--- config.mk ---
export PLATFORM = sky130hd
export DESIGN_NAME = if_id_skid_reg
export DESIGN_NICKNAME = d
export VERILOG_FILES = /design/src/rtl/wisc_pkg.sv /design/src/rtl/if_id_skid_reg_skid_fifo.sv /design/src/rtl/if_id_skid_reg.sv
export SDC_FILE = /design/constraint.sdc
export NUM_CORES = 1
export LEC_CHECK = 0
export ABC_CLOCK_PERIOD_IN_PS = 4700
export CAP_MARGIN = 25
export CORE_ASPECT_RATIO = 0.6
export CORE_MARGIN = 5
export CORE_UTILIZATION = 35
export DETAILED_ROUTE_END_ITERATION = 12
export PLACE_DENSITY_LB_ADDON = 0.25
export SYNTH_ARGS = -nofsm -noshare
export SYNTH_HDL_FRONTEND = slang
export SYNTH_SLANG_ARGS = --single-unit
export TNS_END_PERCENT = 1
--- constraint.sdc ---
create_clock -name clk -period 4.7 [get_ports clk]
set_input_delay 0.94 -clock clk [delete_from_list [all_inputs] [get_ports clk]]
set_output_delay 0.94 -clock clk [all_outputs]
set_load 0.03 [all_outputs]
--- src/rtl/wisc_pkg.sv ---
// Shared IF/ID definitions: instruction width, NOP encoding, HALT opcode
// and the record carried by each fetch skid entry.
package wisc_pkg;

  localparam int INSTR_W = 16;
  localparam logic [INSTR_W-1:0] NOP_INSTR = 16'h0800;
  localparam logic [4:0] OPC_HALT = 5'b00000;

  typedef struct packed {
    logic [INSTR_W-1:0] instr;
    logic [INSTR_W-1:0] pc_inc;
    logic               err;
  } fetch_entry_t;

  // HALT is recognised purely by the top five opcode bits.
  function automatic logic is_halt(input logic [INSTR_W-1:0] instr);
    return instr[INSTR_W-1:INSTR_W-5] == OPC_HALT;
  endfunction

endpackage

--- src/rtl/if_id_skid_reg_skid_fifo.sv ---
// skid_fifo: shift-register FIFO of fetch entries. Entry 0 is the head.
// A pop shifts every entry one slot towards the head; a push writes the
// first free slot after that shift, so push+pop keeps count unchanged.
module skid_fifo
  import wisc_pkg::*;
#(
  parameter int DEPTH = 2,
  parameter int CNT_W = $clog2(DEPTH + 1)
) (
  input  logic             clk,
  input  logic             rst,
  input  logic             i_push,
  input  logic             i_pop,
  input  logic             i_clear,
  input  fetch_entry_t     i_data,
  output fetch_entry_t     o_head,
  output logic [CNT_W-1:0] o_count
);

  fetch_entry_t [DEPTH-1:0] r_ent;
  fetch_entry_t [DEPTH-1:0] w_next;
  logic [CNT_W-1:0]         r_count;
  logic [CNT_W-1:0]         w_count_nxt;
  logic [CNT_W-1:0]         w_widx;

  // Next-state of the entry array: shift on pop, then drop the new entry in.
  always_comb begin
    w_next = r_ent;
    w_widx = i_pop ? (r_count - CNT_W'(1)) : r_count;
    if (i_pop) begin
      for (int i = 0; i < DEPTH - 1; i++) begin
        w_next[i] = r_ent[i+1];
      end
    end
    if (i_push) begin
      for (int i = 0; i < DEPTH; i++) begin
        if (w_widx == CNT_W'(i)) begin
          w_next[i] = i_data;
        end
      end
    end
    case ({i_push, i_pop})
      2'b10:   w_count_nxt = r_count + CNT_W'(1);
      2'b01:   w_count_nxt = r_count - CNT_W'(1);
      default: w_count_nxt = r_count;
    endcase
  end

  // Entry and occupancy registers; clear empties the FIFO, stale data is invisible.
  always_ff @(posedge clk or posedge rst) begin
    if (rst) begin
      r_ent   <= '0;
      r_count <= '0;
    end else if (i_clear) begin
      r_count <= '0;
    end else begin
      r_ent   <= w_next;
      r_count <= w_count_nxt;
    end
  end

  assign o_head  = r_ent[0];
  assign o_count = r_count;

endmodule

--- src/rtl/if_id_skid_reg.sv ---
// if_id_skid_reg: IF->ID boundary with a small skid FIFO, flush squash,
// HALT-gated fetch acceptance and NOP masking of the head.
// Optional feature: define IF_ID_PERF_CNT_EN to add the bubble_cnt output.
module if_id_skid_reg #(
  parameter int DEPTH   = 2,
  parameter int INSTR_W = wisc_pkg::INSTR_W
) (
  input  logic               clk,
  input  logic               rst,
  input  logic               if_valid,
  input  logic [INSTR_W-1:0] if_instr,
  input  logic [INSTR_W-1:0] if_pc_inc,
  input  logic               if_err,
  output logic               if_ready,
  input  logic               id_stall,
  input  logic               flush,
  output logic               IF_ID_valid,
  output logic [INSTR_W-1:0] IF_ID_instr,
  output logic [INSTR_W-1:0] IF_ID_pc_inc,
  output logic               IF_ID_err,
  output logic               IF_ID_halt
`ifdef IF_ID_PERF_CNT_EN
  ,
  output logic [15:0]        bubble_cnt
`endif
);

  import wisc_pkg::*;

  localparam int CNT_W = $clog2(DEPTH + 1);

  logic             r_halt_seen;
  logic [CNT_W-1:0] w_count;
  logic             w_valid;
  logic             w_ready;
  logic             w_push;
  logic             w_pop;
  fetch_entry_t     w_in;
  fetch_entry_t     w_head;

  // Handshake: ready uses registered state only, so it never depends on stall/flush.
  always_comb begin
    w_valid = (w_count != '0);
    w_ready = (w_count < CNT_W'(DEPTH)) && !r_halt_seen;
    w_push  = if_valid && w_ready && !flush;
    w_pop   = w_valid && !id_stall && !flush;
    w_in    = '{instr: if_instr, pc_inc: if_pc_inc, err: if_err};
  end

  skid_fifo #(
    .DEPTH (DEPTH),
    .CNT_W (CNT_W)
  ) u_fifo (
    .clk     (clk),
    .rst     (rst),
    .i_push  (w_push),
    .i_pop   (w_pop),
    .i_clear (flush),
    .i_data  (w_in),
    .o_head  (w_head),
    .o_count (w_count)
  );

  // Once a HALT is accepted, stop taking fetches until a flush squashes it.
  always_ff @(posedge clk or posedge rst) begin
    if (rst) begin
      r_halt_seen <= 1'b0;
    end else if (flush) begin
      r_halt_seen <= 1'b0;
    end else if (w_push && is_halt(if_instr)) begin
      r_halt_seen <= 1'b1;
    end
  end

  // Decode-facing outputs: head contents when valid, otherwise a clean NOP.
  always_comb begin
    if_ready     = w_ready;
    IF_ID_valid  = w_valid;
    IF_ID_instr  = w_valid ? w_head.instr  : NOP_INSTR;
    IF_ID_pc_inc = w_valid ? w_head.pc_inc : '0;
    IF_ID_err    = w_valid && w_head.err;
    IF_ID_halt   = w_valid && is_halt(w_head.instr);
  end

`ifdef IF_ID_PERF_CNT_EN
  logic [15:0] r_bubble_cnt;

  // Count cycles where decode gets no useful work; saturates, survives flush.
  always_ff @(posedge clk or posedge rst) begin
    if (rst) begin
      r_bubble_cnt <= '0;
    end else if ((!w_valid || id_stall) && (r_bubble_cnt != 16'hFFFF)) begin
      r_bubble_cnt <= r_bubble_cnt + 16'd1;
    end
  end

  assign bubble_cnt = r_bubble_cnt;
`endif

endmodule

==> summary.txt, run 1 <==
Cells and area
  – Area growth syn-to-layout: 38.1%
  – Fin cells: 507
  – Share of cells above drive strength 1: 0.0614
  – ANT cells: 0
  – Fin nets: between 400 and 500

Pwr
  – P_int: 1890 uW
  – PwrDens: 697 nW/um2
  – Sequential power share: 0.304
  – Switching share of power: 0.385
  – P_sw: approximately 1200 uW
  – Clock network fraction of total power: 0.217
  – Power share of the combinational group: 0.480
  – IR drop worst, VDD: 289 uV
  – Leakage dissipation: 0.00217 uW

Synth
  – Post-synthesis cell type count: 28
  – Mean area per synthesized cell: roughly 10 um2
  – Top cells by area, synth: dfrtp_1 54%, inv_1 12%, a222oi_1 10%, mux2i_1 10%, nor2_1 4.5%
  – Post-synthesis adder-cell area fraction: 0.00392
  – Synth Area in Compound Gates: 0.124
  – Syn_nets: between 300 and 400
  – Yosys top cell by area: dfrtp_1
  – Mapped Area: 3190 um2
  – FF+latch count, synth: 69
  – Simple-gate share of the synthesized area: 0.0713
  – Largest family of logic cells by synthesized area: buffers and inverters
  – Post-synthesis sequential area ratio: 0.541
  – Mux share of post-synthesis cell area: 0.103
  – Top-area cell type share of the netlist area: 0.541
  – Cell count after synthesis: 313
  – Xor-xnor portion of the synthesized cell area: 0.00705
  – YS warnings: 0

Global routing
  – GR peak layer: met2
  – Met3 Use GR: 0.0542
  – Vias in the first global route: 2580
  – First-pass GRT wire length: 13300 um
  – GR Util met2: 0.218
  – Met1 usage in global routing: 0.205
  – Pin count of the biggest net entering global routing: 52
  – Initial antenna violation count: 0
  – GRT Util Overall: 0.149
  – GR Overflow Total: 0

STA
  – Crit path time final: 3440 ps
  – Final hold vios: 0
  – Fin crit share: 0.732
  – Fin. max-slew vios: 0
  – Worst Tran Pin Value: 1010 ps
  – Setup Viol. Count Final: 0
  – Setup Skew: 2.78 ps
  – Setup TNS: 0 ps
  – RSZ-0062 raised after global routing: false
  – Rel. slew slack: 0.323
  – FMAX: 0.291 GHz

Clock tree
  – Reg clk slew, reported paths: ~50 ps
  – Num CTS Buffers: 9
  – CTS tree: yes
  – Setup repair bufs after CTS: 0
  – Longest Clk Path Bufs: 2
  – Clk sinks: 69
  – Post-CTS sizing: 0
  – H-tree levels: 3
  – Root Driver: clkbuf_16
  – Worst skew pair latency: 320 ps
  – Cts-stage hold buffer count: 0

Worst setup path
  – Worst Path Max Fanout: 14
  – Setup crit end kind: output port
  – Crit Path Category: flop to output port
  – Startpoint types: flop
  – CP max stage delay: 680 ps
  – CP cell instances: inv_1, ha_1, buf_8, buf_4, nor2_1, clkdlybuf4s50_1
  – CP Buf/Inv Count: 4
  – WP data required: 3760 ps
  – Critical Path AT: 2500 ps
  – Worst path slowest cell: clkdlybuf4s50_1
  – Crit-path leading delay family: buffers and inverters

Worst hold path
  – HP Class: flop to flop

Detailed routing
  – Routed Antenna Nets: 0
  – Vias per inst: 4.84
  – Pre-antenna DRT Iters: 8
  – WL per Instance: about 16 um
  – Vias: 2452
  – Total wire length: 8000 um
  – # DRC: 0
  – Initial drt markers: 275

Placement
  – RePlAce Congestion: 0.726
  – Final HPWL DP: 5180 um
  – Port bufs: 73
  – Placed Instances: 489

Floorplanning
  – DIE HEIGHT: 84 um
  – Core region area: 9020 um2
  – Die Span X: 133 um
  – I/O pin total: 74
  – FP Rows: 27
  – Initial Util: 0.354
  – Die area: 11200 um2

Flow run
  – Max-cap violations: 0

Outcome
  – Outcome: completed
==> Yosys cell counts <==
cell,n
inv_1,103
dfrtp_1,69
nor2_1,38
a222oi_1,33
mux2i_1,33
buf_2,7
buf_1,3
buf_6,3
clkbuf_1,3
a31oi_1,2
or4b_1,2
a2111oi_0,1
a21boi_1,1
a21oi_2,1
a21oi_4,1
ha_1,1
nand2_1,1
nand4_1,1
nor2b_1,1
nor3_1,1
nor3b_1,1
nor3b_2,1
nor4_1,1
o21ai_0,1
o21bai_1,1
or3_1,1
or4bb_1,1
xnor3_1,1
==> stage by stage <==
| step | power (uW) | util | hold WS [ps] | instance area, um2 | setup WS [ps] |
|---|---|---|---|---|---|
| finish | 3070 | 0.489 | 516 | 4410 | 1260 |
| global placement | 2360 | 0.449 | 499 | 4050 | 1340 |
| CTS | 3070 | 0.481 | 522 | 4340 | 991 |
| floorplan | 1840 | - | 486 | 3190 | 1960 |
| global route | 3270 | 0.489 | 534 | 4410 | 1090 |
| detailed placement | 2390 | 0.449 | 509 | 4050 | 1340 |
==> placed cells by master, fill, tap and decap left out, types with 2 or more instances in the layout <==
master / n
buf_4: 2
clkdlybuf4s50_1: 73
inv_1: 102
clkbuf_8: 2
nor2_1: 38
dfrtp_1: 69
clkbuf_1: 3
mux2i_1: 33
buf_16: 2
or4b_1: 2
a222oi_1: 33
clkbuf_16: 9
a21oi_4: 2
==> registers in the layout (all words and copies together), names as in the netlist <==
name,flops
u_fifo.o_head,33
u_fifo.r_ent,33
u_fifo.o_count,2
r_halt_seen,1
==> logic make-up after synthesis <==
group | count (synthesis)
buffers and inverters | 119
flip-flops | 69
AND/OR/NAND/NOR | 49
AO/OA/AOI/OAI | 41
multiplexers | 33
XOR/XNOR | 1
adder cells (fa/ha/maj) | 1
==> area by class of cell <==
type | count | area (um2)
clock inverters | 1 | 30.0
inverters | 103 | 387
fillers | 825 | 4610
repair buffers | 79 | 836
multi-input cells | 125 | 1020
flip-flops and latches | 69 | 1730
clock buffers | 14 | 264
well taps | 116 | 145
==> final timing paths <==
check | slack (ps) | start | cells past startpoint | to
setup / recovery | 1260 | u_fifo.o_count[0]$_DFFE_PP0P_ | 6 | IF_ID_pc_inc[11]
hold / removal | 520 | u_fifo.r_ent[37]$_DFFE_PP0P_ | 2 | u_fifo.r_ent[37]$_DFFE_PP0P_
setup reg to reg | 1510 | u_fifo.o_count[0]$_DFFE_PP0P_ | 7 | u_fifo.o_head[23]$_DFFE_PP0N_
hold reg to reg | 520 | u_fifo.r_ent[37]$_DFFE_PP0P_ | 2 | u_fifo.r_ent[37]$_DFFE_PP0P_
max in group asynchronous | 2760 | rst | 3 | u_fifo.o_head[20]$_DFFE_PP0N_
min in group asynchronous | 930 | rst | 2 | u_fifo.r_ent[56]$_DFFE_PP0P_
==> layer usage <==
metal / routed length, um / share of wire
met1: 3760 / 0.47
met5: 0 / 0
met4: 85 / 0.011
met2: 3640 / 0.46
met3: 506 / 0.063
==> power by group through the flow <==
stage | Sequential (uW) | Clock [uW] | Combinational, uW
floorplan | 922 | 0 | 923
finish | 933 | 666 | 1470
global route | 958 | 709 | 1600
detailed placement | 944 | 0 | 1440
global placement | 936 | 0 | 1420
CTS | 934 | 683 | 1450
==> worst register-to-register path: cells and delay by family, from the launching register on <==
family,cells,cell delay [ps]
AO/OA/AOI/OAI,2,1050
AND/OR/NAND/NOR,1,550
buffers and inverters,3,500
flip-flops,1,480
adder cells (fa/ha/maj),1,400
No activity file was read; power rests on OpenSTA's default activity.
==> inputs of run 2 (changes only) <==
ABC_CLOCK_PERIOD_IN_PS = 3500   (was 4700)
clock period = 3.5 ns   (was 4.7 ns; I/O delays follow)
==> run 2 against run 1 <==
Power rose by 32%. Core utilization is 0.35 points lower. Largest power group unchanged. Non-clock buffer count is 3 higher. Via count up 1.9%. Combinational power increased by 33%. Sequential power increased by 34%. Register-to-register slack worse by 970 ps. Clock skew is 2.2 ps higher.
==> summary.txt, run 2 (synthesized netlist as in run 1, its figures left out) <==
Worst setup path
  – Worst path slowest cell: clkdlybuf4s50_1
  – Setup crit end kind: output port
  – Crit-path leading delay family: buffers and inverters
  – CP max stage delay: 600 ps
  – Critical path launch point: u_fifo.o_count[0]$_DFFE_PP0P_
  – WP data required: roughly 2800 ps
  – R2R Path Start: u_fifo.o_count[0]$_DFFE_PP0P_
  – CP Buf/Inv Count: 3
  – Startpoint types: flop
  – Setup crit end: IF_ID_pc_inc[10]
  – WP depth: 5
  – CP cell instances: inv_1, ha_1, buf_4, nor2_1, clkdlybuf4s50_1
  – Critical Path AT: 2480 ps
  – Worst r2r path cells: 7
  – Worst Path Max Fanout: 18
  – Crit Path Category: flop to output port
  – Worst R2R Setup Slack: 540 ps
  – Reg-to-reg endpoint: u_fifo.o_head[20]$_DFFE_PP0N_

STA
  – Setup Viol. Count Final: 0
  – Final hold slack: 517 ps
  – Fin. max-slew vios: 0
  – Rel. slew slack: 0.318
  – Setup TNS: 0 ps
  – Crit path time final: 3180 ps
  – FMAX: between 0.3 and 0.4 GHz
  – Worst Tran Pin Value: 1020 ps
  – Final hold vios: 0
  – Setup Skew: 5.01 ps
  – RSZ-0062 raised after global routing: false
  – Fin crit share: 0.909

Global routing
  – First-pass GRT wire length: 12800 um
  – GR Overflow Total: 0
  – Initial antenna violation count: 0
  – Vias in the first global route: around 2600
  – GRT Util Overall: 0.143
  – Pin count of the biggest net entering global routing: 34

Floorplanning
  – DIE HEIGHT: 84 um
  – Initial Util: 0.354
  – Die Span X: 133 um
  – Die area: 11200 um2
  – FP Rows: 27
  – I/O pin total: 74
  – Core region area: approximately 9000 um2

Clock tree
  – Num CTS Buffers: 9
  – Reg clk slew, reported paths: 50 ps
  – Setup repair bufs after CTS: 0
  – CTS tree: yes
  – Root Driver: clkbuf_16
  – Longest Clk Path Bufs: 2
  – H-tree levels: 3
  – Cts-stage hold buffer count: 0
  – Post-CTS sizing: 0
  – Worst skew pair latency: 320 ps
  – Clk sinks: 69

Placement
  – RePlAce Congestion: 0.732
  – Port bufs: 73
  – Final HPWL DP: around 5400 um

Pwr
  – PwrDens: 924 nW/um2
  – IR drop worst, VDD: 341 uV
  – Leakage dissipation: 0.00217 uW

Cells and area
  – Fin nets: 429
  – Most frequent cells in the layout: 102 x inv_1, 73 x clkdlybuf4s50_1, 69 x dfrtp_1
  – Share of cells above drive strength 1: 0.0761
  – Commonest non-fill, non-tap cell in the layout: inv_1
  – Fill count: 861
  – Core Util, Final: 0.486
  – ANT cells: 0
  – Area growth syn-to-layout: 37.1%

Detailed routing
  – Routed Antenna Nets: 0
  – Vias: approximately 2500
  – # DRC: 0
  – WL per Instance: approximately 15 um
  – Initial drt markers: 273
  – Vias per inst: 4.90
  – Pre-antenna DRT Iters: 9
  – Total wire length: 7780 um

Outcome
  – Outcome: completed

Worst hold path
  – HP Class: flop to flop

Flow run
  – Max-cap violations: 0
-- run 2: worst min-delay path, cell delays in order (launching register included) --
cell and delay, ps:
dfrtp_1 320, inv_1 50, mux2i_1 110
-- run 2: power by group --
group	total [uW]	switching, uW	internal (uW)
Combinational	1950	1170	780
Sequential	1250	102	1150
Clock	847	307	540
Total	4050	1580	2470
-- run 2: final cells by class --
| cell class | instances | area, um2 | area share |
|---|---|---|---|
| timing repair buffer | 82 | 818 | 0.187 |
| tap | 116 | 145 | 0.0331 |
| multi-input combinational | 125 | 1020 | 0.234 |
| inverter | 103 | 387 | 0.0883 |
| sequential | 69 | 1730 | 0.394 |
| clock buffer | 9 | 225 | 0.0514 |
| clock inverter | 6 | 55.1 | 0.0126 |
-- run 2: metrics by stage --
stage | power (uW) | cell area, um2 | std cells | setup slack, ps
final | 4050 | 4380 | 510 | 318
after global routing | 4300 | 4380 | 510 | 136
after CTS | 4080 | 4350 | 509 | 310
after detailed placement | 3210 | 4070 | 494 | 424
after global placement | 3170 | 4070 | 494 | 513
after floorplan | 2480 | 3190 | 313 | 1000
-- run 2: how the worst min path moves through the flow --
stage / endpoint / startpoint / cells after the start / slack [ps]
5_1_grt: u_fifo.r_ent[47]$_DFFE_PP0P_ / u_fifo.r_ent[47]$_DFFE_PP0P_ / 2 / 540
3_5_place_dp: u_fifo.r_ent[58]$_DFFE_PP0P_ / u_fifo.r_ent[58]$_DFFE_PP0P_ / 2 / 510
4_1_cts: u_fifo.r_ent[40]$_DFFE_PP0P_ / u_fifo.r_ent[40]$_DFFE_PP0P_ / 2 / 520
2_1_floorplan: u_fifo.r_ent[33]$_DFFE_PP0P_ / u_fifo.r_ent[33]$_DFFE_PP0P_ / 2 / 490
3_3_place_gp: u_fifo.r_ent[36]$_DFFE_PP0P_ / u_fifo.r_ent[36]$_DFFE_PP0P_ / 2 / 500
6_report: u_fifo.r_ent[54]$_DFFE_PP0P_ / u_fifo.r_ent[54]$_DFFE_PP0P_ / 2 / 520
-- run 2: per-layer routing --
layer	routed length (um)	part of all wire	track usage
met5	0	0	0
met4	22	0.0028	0.0280
met3	396	0.051	0.0434
met2	3480	0.45	0.223
met1	3880	0.50	0.197
==> inputs of run 3 (changes only) <==
ABC_CLOCK_PERIOD_IN_PS = 4000   (was 3500)
clock period = 4 ns   (was 3.5 ns; I/O delays follow)
==> run 3 against run 2 <==
Sequential cell count unchanged. Hold slack worse by 1.3 ps. Combinational power down 13%. Routed wire length up 0.69%. Die area unchanged. Count of clock-buffer cells in the layout up 1. Critical path type unchanged. Via count up 0.92%. Highest routed layer unchanged. Global-route usage up 0.52 points. Non-clock buffer count down 1.
==> summary.txt, run 3 (synthesized netlist as in run 1, its figures left out) <==
Worst setup path
  – Startpoint types: flop
  – Crit-path leading delay family: buffers and inverters
  – Crit Path Category: flop to output port
  – CP cell instances: inv_1, ha_1, buf_4, nor2_1, clkdlybuf4s50_1
  – Worst R2R Setup Slack: 980 ps
  – Worst path slowest cell: ha_1
  – R2R Path Start: u_fifo.o_count[0]$_DFFE_PP0P_
  – Worst Path Max Fanout: 18
  – Reg-to-reg endpoint: u_fifo.o_head[1]$_DFFE_PP0N_
  – WP depth: 5
  – Critical path launch point: u_fifo.o_count[0]$_DFFE_PP0P_
  – WP data required: 3200 ps
  – Critical Path AT: 2530 ps
  – Setup crit end kind: output port
  – Worst r2r path cells: 7
  – CP Buf/Inv Count: 3
  – Setup crit end: IF_ID_instr[12]
  – CP max stage delay: 640 ps

Clock tree
  – Post-CTS sizing: 0
  – H-tree levels: 3
  – Cts-stage hold buffer count: 0
  – Clk sinks: 69
  – CTS tree: yes
  – Longest Clk Path Bufs: 2
  – Setup repair bufs after CTS: 0
  – Num CTS Buffers: 9
  – Root Driver: clkbuf_16
  – Reg clk slew, reported paths: 50 ps
  – Worst skew pair latency: 330 ps

Cells and area
  – ANT cells: 0
  – Core Util, Final: 0.480
  – Final Cell Area: 4330 um2
  – Commonest non-fill, non-tap cell in the layout: inv_1
  – Share of cells above drive strength 1: 0.0736
  – Area growth syn-to-layout: 35.6%
  – Area occupied by registers: approximately 1700 um2
  – Multi-input gate area: 1020 um2
  – Most frequent cells in the layout: 102 x inv_1, 73 x clkdlybuf4s50_1, 69 x dfrtp_1
  – Fill count: about 860
  – Fin nets: 428

STA
  – Crit path time final: approximately 3300 ps
  – Final hold vios: 0
  – Rel. slew slack: 0.325
  – RSZ-0062 raised after global routing: false
  – Setup Skew: 4.14 ps
  – Worst Tran Pin Value: 1010 ps
  – Fin. max-slew vios: 0
  – Setup TNS: 0 ps
  – Fin crit share: 0.834
  – FMAX: around 0.3 GHz
  – Setup Viol. Count Final: 0

Global routing
  – Initial antenna violation count: 0
  – Pin count of the biggest net entering global routing: 34
  – Vias in the first global route: roughly 2600
  – GR Overflow Total: 0
  – First-pass GRT wire length: 13100 um
  – GRT Util Overall: 0.148

Pwr
  – Leakage dissipation: 0.00215 uW
  – IR drop worst, VDD: 303 uV
  – PwrDens: 804 nW/um2

Worst hold path
  – HP Class: flop to flop

Floorplanning
  – Die Span X: about 130 um
  – I/O pin total: 74
  – Initial Util: 0.354
  – DIE HEIGHT: 84 um
  – FP Rows: 27
  – Core region area: 9020 um2
  – Die area: 11200 um2

Detailed routing
  – Pre-antenna DRT Iters: 7
  – Total wire length: 7830 um
  – Vias per inst: 4.94
  – # DRC: 0
  – WL per Instance: 15.4 um
  – Routed Antenna Nets: 0
  – Initial drt markers: approximately 230
  – Vias: 2521

Outcome
  – Outcome: completed

Flow run
  – Max-cap violations: 0

Placement
  – DP Area: 4070 um2
  – Port bufs: 73
  – RePlAce Congestion: 0.739
  – Final HPWL DP: 5340 um
run 3: power breakdown:
group	leakage (uW)	switching, uW	internal [uW]
clock network	0.000136	283	412
logic	0.00127	1020	674
registers	0.000748	88.4	1010
run 3: layer usage:
metal | vias to the layer above | share of wire | track usage
met2 | 79 | 0.46 | 0.225
met4 | 0 | 0.012 | 0.0420
met3 | 8 | 0.064 | 0.0584
met5 | - | 0 | 0
li1 | 1175 | - | -
met1 | 1259 | 0.47 | 0.196
run 3: worst min path at each step:
stage | from | end | slack (ps) | cells past startpoint
finish | u_fifo.r_ent[49]$_DFFE_PP0P_ | u_fifo.r_ent[49]$_DFFE_PP0P_ | 520 | 2
global route | u_fifo.r_ent[34]$_DFFE_PP0P_ | u_fifo.r_ent[34]$_DFFE_PP0P_ | 530 | 2
CTS | u_fifo.r_ent[49]$_DFFE_PP0P_ | u_fifo.r_ent[49]$_DFFE_PP0P_ | 520 | 2
detailed placement | u_fifo.r_ent[49]$_DFFE_PP0P_ | u_fifo.r_ent[49]$_DFFE_PP0P_ | 510 | 2
global placement | u_fifo.r_ent[64]$_DFFE_PP0P_ | u_fifo.r_ent[64]$_DFFE_PP0P_ | 500 | 2
floorplan | u_fifo.r_ent[33]$_DFFE_PP0P_ | u_fifo.r_ent[33]$_DFFE_PP0P_ | 490 | 2
run 3: worst min-delay path: stages (launching register included):
cell and delay (ps):
dfrtp_1 320, inv_1 50, mux2i_1 110
run 3: cell type report:
| class | count | area share |
|---|---|---|
| Multi-Input combinational cell | 125 | 0.236 |
| Tap cell | 116 | 0.0335 |
| Clock buffer | 10 | 0.0529 |
| Sequential cell | 69 | 0.399 |
| Clock inverter | 6 | 0.00693 |
| Timing Repair Buffer | 81 | 0.183 |
| Inverter | 103 | 0.0893 |
run 3: per-stage QoR:
step | instances | setup WS, ps | power (uW) | hold WS (ps)
finish | 510 | 666 | 3480 | 516
global route | 510 | 561 | 3720 | 532
CTS | 510 | 637 | 3520 | 521
detailed placement | 494 | 913 | 2810 | 508
global placement | 494 | 957 | 2780 | 498
floorplan | 313 | 1400 | 2170 | 486
